`src/rtl/riscv_mem_pkg.sv`:
```
// Shared memory-path definitions: access width encodings, arbiter FSM states
// and arbitration mode selectors.
package riscv_mem_pkg;

    localparam logic [1:0] MEM_W_BYTE = 2'd0;
    localparam logic [1:0] MEM_W_HALF = 2'd1;
    localparam logic [1:0] MEM_W_WORD = 2'd2;

    localparam int ARB_FIXED = 0;
    localparam int ARB_RR    = 1;

    typedef enum logic [0:0] {
        ARB_IDLE = 1'b0,
        ARB_BUSY = 1'b1
    } arb_state_t;

endpackage

```
`src/rtl/mem_arbiter_pick.sv`:
```
// Combinational priority picker: first requester at or after 'start', wrapping
// around to index 0. With start = 0 this is plain lowest-index-wins.
module arb_pick #(
    parameter int NPORTS = 2,
    parameter int IW     = 1
) (
    input  logic [NPORTS-1:0] req,
    input  logic [IW-1:0]     start,
    output logic [NPORTS-1:0] gnt,
    output logic [IW-1:0]     gnt_idx,
    output logic              any
);

    // First pass scans [start, NPORTS); if nothing is found there, the second
    // pass lands on the lowest request below start, which is the wrapped winner.
    always_comb begin
        gnt     = '0;
        gnt_idx = '0;
        any     = 1'b0;
        for (int i = 0; i < NPORTS; i++) begin
            if (!any && req[i] && (i >= int'(start))) begin
                any     = 1'b1;
                gnt[i]  = 1'b1;
                gnt_idx = IW'(i);
            end
        end
        for (int i = 0; i < NPORTS; i++) begin
            if (!any && req[i]) begin
                any     = 1'b1;
                gnt[i]  = 1'b1;
                gnt_idx = IW'(i);
            end
        end
    end

endmodule

```
`src/rtl/mem_arbiter.sv`:
```
// N-port arbiter in front of the single downstream memory port: one transaction
// in flight, fixed-priority or round-robin selection, fields latched at grant.
module mem_arbiter
    import riscv_mem_pkg::*;
#(
    parameter int NPORTS = 2,
    parameter int AW     = 32,
    parameter int DW     = 32,
    parameter int MODE   = ARB_FIXED
) (
    input  logic                 clk,
    input  logic                 reset,
    input  logic [NPORTS-1:0]    up_req,
    input  logic [NPORTS*AW-1:0] up_addr,
    input  logic [NPORTS-1:0]    up_write,
    input  logic [NPORTS*DW-1:0] up_wdata,
    input  logic [NPORTS-1:0]    up_extend,
    input  logic [NPORTS*2-1:0]  up_width,
    output logic [NPORTS-1:0]    up_ack,
    output logic [DW-1:0]        up_rdata,
    output logic                 dn_req,
    output logic [AW-1:0]        dn_addr,
    output logic                 dn_write,
    output logic [DW-1:0]        dn_wdata,
    output logic                 dn_extend,
    output logic [1:0]           dn_width,
    input  logic                 dn_ack,
    input  logic [DW-1:0]        dn_rdata,
    output logic [NPORTS-1:0]    grant
);

    localparam int IW = (NPORTS > 1) ? $clog2(NPORTS) : 1;

    arb_state_t        state_reg;
    logic [NPORTS-1:0] grant_reg;
    logic [IW-1:0]     ptr_reg;
    logic [IW-1:0]     ptr_next;
    logic              dn_req_reg;
    logic [AW-1:0]     addr_reg;
    logic              write_reg;
    logic [DW-1:0]     wdata_reg;
    logic              extend_reg;
    logic [1:0]        width_reg;

    logic [NPORTS-1:0] pick_gnt;
    logic [IW-1:0]     pick_idx;
    logic [IW-1:0]     pick_start;
    logic              pick_any;
    logic              ack_fire;

    logic [AW-1:0]     sel_addr;
    logic              sel_write;
    logic [DW-1:0]     sel_wdata;
    logic              sel_extend;
    logic [1:0]        sel_width;

    assign pick_start = (MODE == ARB_RR) ? ptr_reg : '0;

    arb_pick #(
        .NPORTS (NPORTS),
        .IW     (IW)
    ) u_pick (
        .req     (up_req),
        .start   (pick_start),
        .gnt     (pick_gnt),
        .gnt_idx (pick_idx),
        .any     (pick_any)
    );

    always_comb begin
        sel_addr   = '0;
        sel_write  = 1'b0;
        sel_wdata  = '0;
        sel_extend = 1'b0;
        sel_width  = '0;
        for (int i = 0; i < NPORTS; i++) begin
            if (pick_gnt[i]) begin
                sel_addr   = up_addr[i*AW +: AW];
                sel_write  = up_write[i];
                sel_wdata  = up_wdata[i*DW +: DW];
                sel_extend = up_extend[i];
                sel_width  = up_width[i*2 +: 2];
            end
        end
    end

    // Round-robin pointer holds the index where the next search begins.
    assign ptr_next = (int'(pick_idx) == NPORTS - 1) ? '0 : pick_idx + IW'(1);

    always_ff @(posedge clk) begin
        if (reset) begin
            state_reg  <= ARB_IDLE;
            grant_reg  <= '0;
            ptr_reg    <= '0;
            dn_req_reg <= 1'b0;
            addr_reg   <= '0;
            write_reg  <= 1'b0;
            wdata_reg  <= '0;
            extend_reg <= 1'b0;
            width_reg  <= '0;
        end else begin
            case (state_reg)
                ARB_IDLE: begin
                    if (pick_any) begin
                        state_reg  <= ARB_BUSY;
                        grant_reg  <= pick_gnt;
                        dn_req_reg <= 1'b1;
                        addr_reg   <= sel_addr;
                        write_reg  <= sel_write;
                        wdata_reg  <= sel_wdata;
                        extend_reg <= sel_extend;
                        width_reg  <= sel_width;
                        if (MODE == ARB_RR) begin
                            ptr_reg <= ptr_next;
                        end
                    end
                end
                ARB_BUSY: begin
                    if (dn_ack) begin
                        state_reg  <= ARB_IDLE;
                        grant_reg  <= '0;
                        dn_req_reg <= 1'b0;
                    end
                end
                default: state_reg <= ARB_IDLE;
            endcase
        end
    end

    // A requester that withdrew while busy gets no ack; the access still completes.
    assign ack_fire = (state_reg == ARB_BUSY) && dn_ack && !reset;

    for (genvar gi = 0; gi < NPORTS; gi++) begin : g_ack
        assign up_ack[gi] = ack_fire & grant_reg[gi] & up_req[gi];
    end

    assign up_rdata  = (|up_ack) ? dn_rdata : '0;
    assign dn_req    = dn_req_reg;
    assign dn_addr   = addr_reg;
    assign dn_write  = write_reg;
    assign dn_wdata  = wdata_reg;
    assign dn_extend = extend_reg;
    assign dn_width  = width_reg;
    assign grant     = grant_reg;

endmodule

```
`config.mk`:
```
export PLATFORM = sky130hd
export DESIGN_NAME = mem_arbiter
export DESIGN_NICKNAME = d
export VERILOG_FILES = /design/src/rtl/riscv_mem_pkg.sv /design/src/rtl/mem_arbiter_pick.sv /design/src/rtl/mem_arbiter.sv
export SDC_FILE = /design/constraint.sdc
export NUM_CORES = 1
export LEC_CHECK = 0
export CORE_MARGIN = 5
export CORE_UTILIZATION = 29
export CTS_CLUSTER_SIZE = 30
export DETAILED_ROUTE_END_ITERATION = 16
export PLACE_DENSITY = 0.77
export SYNTH_ARGS = -nofsm -noshare
export SYNTH_HDL_FRONTEND = slang
export SYNTH_HIERARCHICAL = 1
export SYNTH_SLANG_ARGS = --single-unit
```
`constraint.sdc`:
```
create_clock -name clk -period 1.24 [get_ports clk]
set_input_delay 0.124 -clock clk [delete_from_list [all_inputs] [get_ports clk]]
set_output_delay 0.124 -clock clk [all_outputs]
set_load 0.05 [all_outputs]
```
==> out/results.ini <==
[clocking]
htree_levels=3
clock-root-buffer=clkbuf_16
clk_latency_ps=330
clock-sinks=72
cts_buffers=9
clkTransAtPathRegs_ps=60
cts_max_path_buffers=2
cts_tree=built

[placed_design]
dp_hpwl_microns=11800
place_ws_ps=-567
place_area_sq_um=7450
port_buffers=277
dpl.cell_count=840
place_congestion=0.789

[hold_path]
hold_class=input pin to flip-flop
holdCritStartpoint=reset
min_to=grant[1]
whs_path_depth=3

[synthesis]
syn_area_sq_um=3280
syn_inst=442
ys_warn_count=6
avgSynthCellArea_sq_um=7.41

[grt]
grt_max_degree=39
track_usage=0.290
overflow=0
grt_pass1_vias=5194
grt_pass1_wl_microns=29500
antenna_found_initial=1

[sta]
rsz0062_at_grt=true
fin_ws_ps=-498
relSlewSlack=0.598
worst_pin_slew_ps=603
fin_crit_ps=1740
finalHoldViolations=0
min_period_over_period=1.40
maxSlewViolCount=0
max_freq_ghz=0.575
setup_violations=106
fin_worst_skew_ps=6.24

[critical_path]
worstRegToRegCells=9
critPathArrivalTime_ps=1610
critPathSlowestCell=dfxtp_2
r2r-start=state_reg
reg2reg_to=dn_wdata[29]
critPathLaunchType=flip-flop
critPathMaxStageDelay_ps=370
crit_required_ps=1120
cp_max_fo=16
worstSetupPathType=flip-flop to output pin
critPathCaptureType=output pin
r2r_slack_ps=-420
path_cells=nand2_2 -> a211oi_4 -> buf_4 -> buf_16 -> and2_4 -> buf_12

[die]
die-area_sq_um=13500
io_pins=278
fp.dieW_microns=116
rows=38
core_sq_um=10900
die_y_microns=116
initial_utilization=0.300

[outcome]
outcome=finished with violations
violations=negative setup slack

[power_and_ir_drop]
p_leak_nw=3.56
vdd_drop_max_mv=0.726
power.density_nw_per_um2=911

[drt]
drc_errors=0
vias=4959
ant_nets=0
first_pass_iters=5
drtIter0Drc=325
routed_wl_microns=21900
via_per_inst=5.51
wire_per_inst_microns=24.4

[layout]
syn_to_final_growth_pct=183
final_cells=900
finalInstanceArea_sq_um=9270
drive_gt1_frac=0.456
final_nets=926

[job]
drv_cap=0

worst max-delay path: cells and delay by family, from the launching register on:
| kind | cells | cell delay (ps) |
|---|---|---|
| buf+inv | 3 | 440 |
| simple gates | 2 | 260 |
| compound gates | 1 | 220 |
| flops | 1 | 370 |
worst max path at each step:
stage	startpoint	to	slack, ps
4_1_cts	grant[0]	up_rdata[20]	-460
3_3_place_gp	up_req[0]	dn_addr[10]	-490
3_5_place_dp	up_req[0]	dn_addr[20]	-570
2_1_floorplan	grant[0]	up_rdata[10]	-120
6_report	state_reg	up_rdata[9]	-500
5_1_grt	grant[0]	up_rdata[9]	-540
metal layers:
layer,track usage,wire length (microns),up-vias
li1,-,-,2145
met1,0.319,7550,2407
met2,0.519,11200,327
met3,0.0850,2140,80
met4,0.124,1030,0
met5,0,0,-
per-stage QoR:
step	TNS [ps]	utilization	hold slack, ps	power [mW]
floorplan	-3860	-	274	3.62
finish	-38330	0.848	211	8.45
global route	-42760	0.847	201	8.69
global placement	-46750	0.681	474	5.06
detailed placement	-50790	0.681	499	5.11
CTS	-35120	0.829	168	8.38
power by group:
| part | internal (mW) | switching [mW] |
|---|---|---|
| clock | 1.51 | 1.01 |
| sequential | 2.47 | 0.175 |
| combinational | 1.72 | 1.57 |
| total | 5.70 | 2.75 |
layout by cell type, fill, tap and decap left out, types with 2 or more instances in the layout:
master           instances
nor2_1                   3
a31oi_1                 55
dlygate4sd2_1            2
a31oi_4                 10
nand2_2                 24
nand3_1                 22
a31oi_2                  3
nand3_4                  6
nand3_2                 40
diode_2                  2
and2_4                  32
buf_8                    8
clkbuf_16               10
a21oi_2                  2
dfxtp_4                  2
dfxtp_1                 69
clkinv_2                 3
clkdlybuf4s50_1        169
buf_6                    9
buf_12                 124
clkbuf_8                 3
nand2_1                 85
nor3_4                   2
conb_1                   2
a22oi_2                  2
nand2_4                 30
buf_4                   19
buf_16                   9
cell type report:
type                       instances  area [sq um]
antenna                            2          5.00
fill                             561          1670
timing repair buffer             342          4830
tap                              140           175
clock buffer                      13           270
multi-input combinational        327          2520
clock inverter                     3          15.0
inverter                           1          3.75
sequential                        72          1450
what timing repair did:
action                                  in CTS  in global routing
buffers inserted                            27                 11
gates cloned                                24                  2
resized for setup                          102                118
hold buffers                                 0                  0
pin swaps                                   83                 98
endpoints found under the setup margin     105                106
Power figures use the tool's default switching activity.
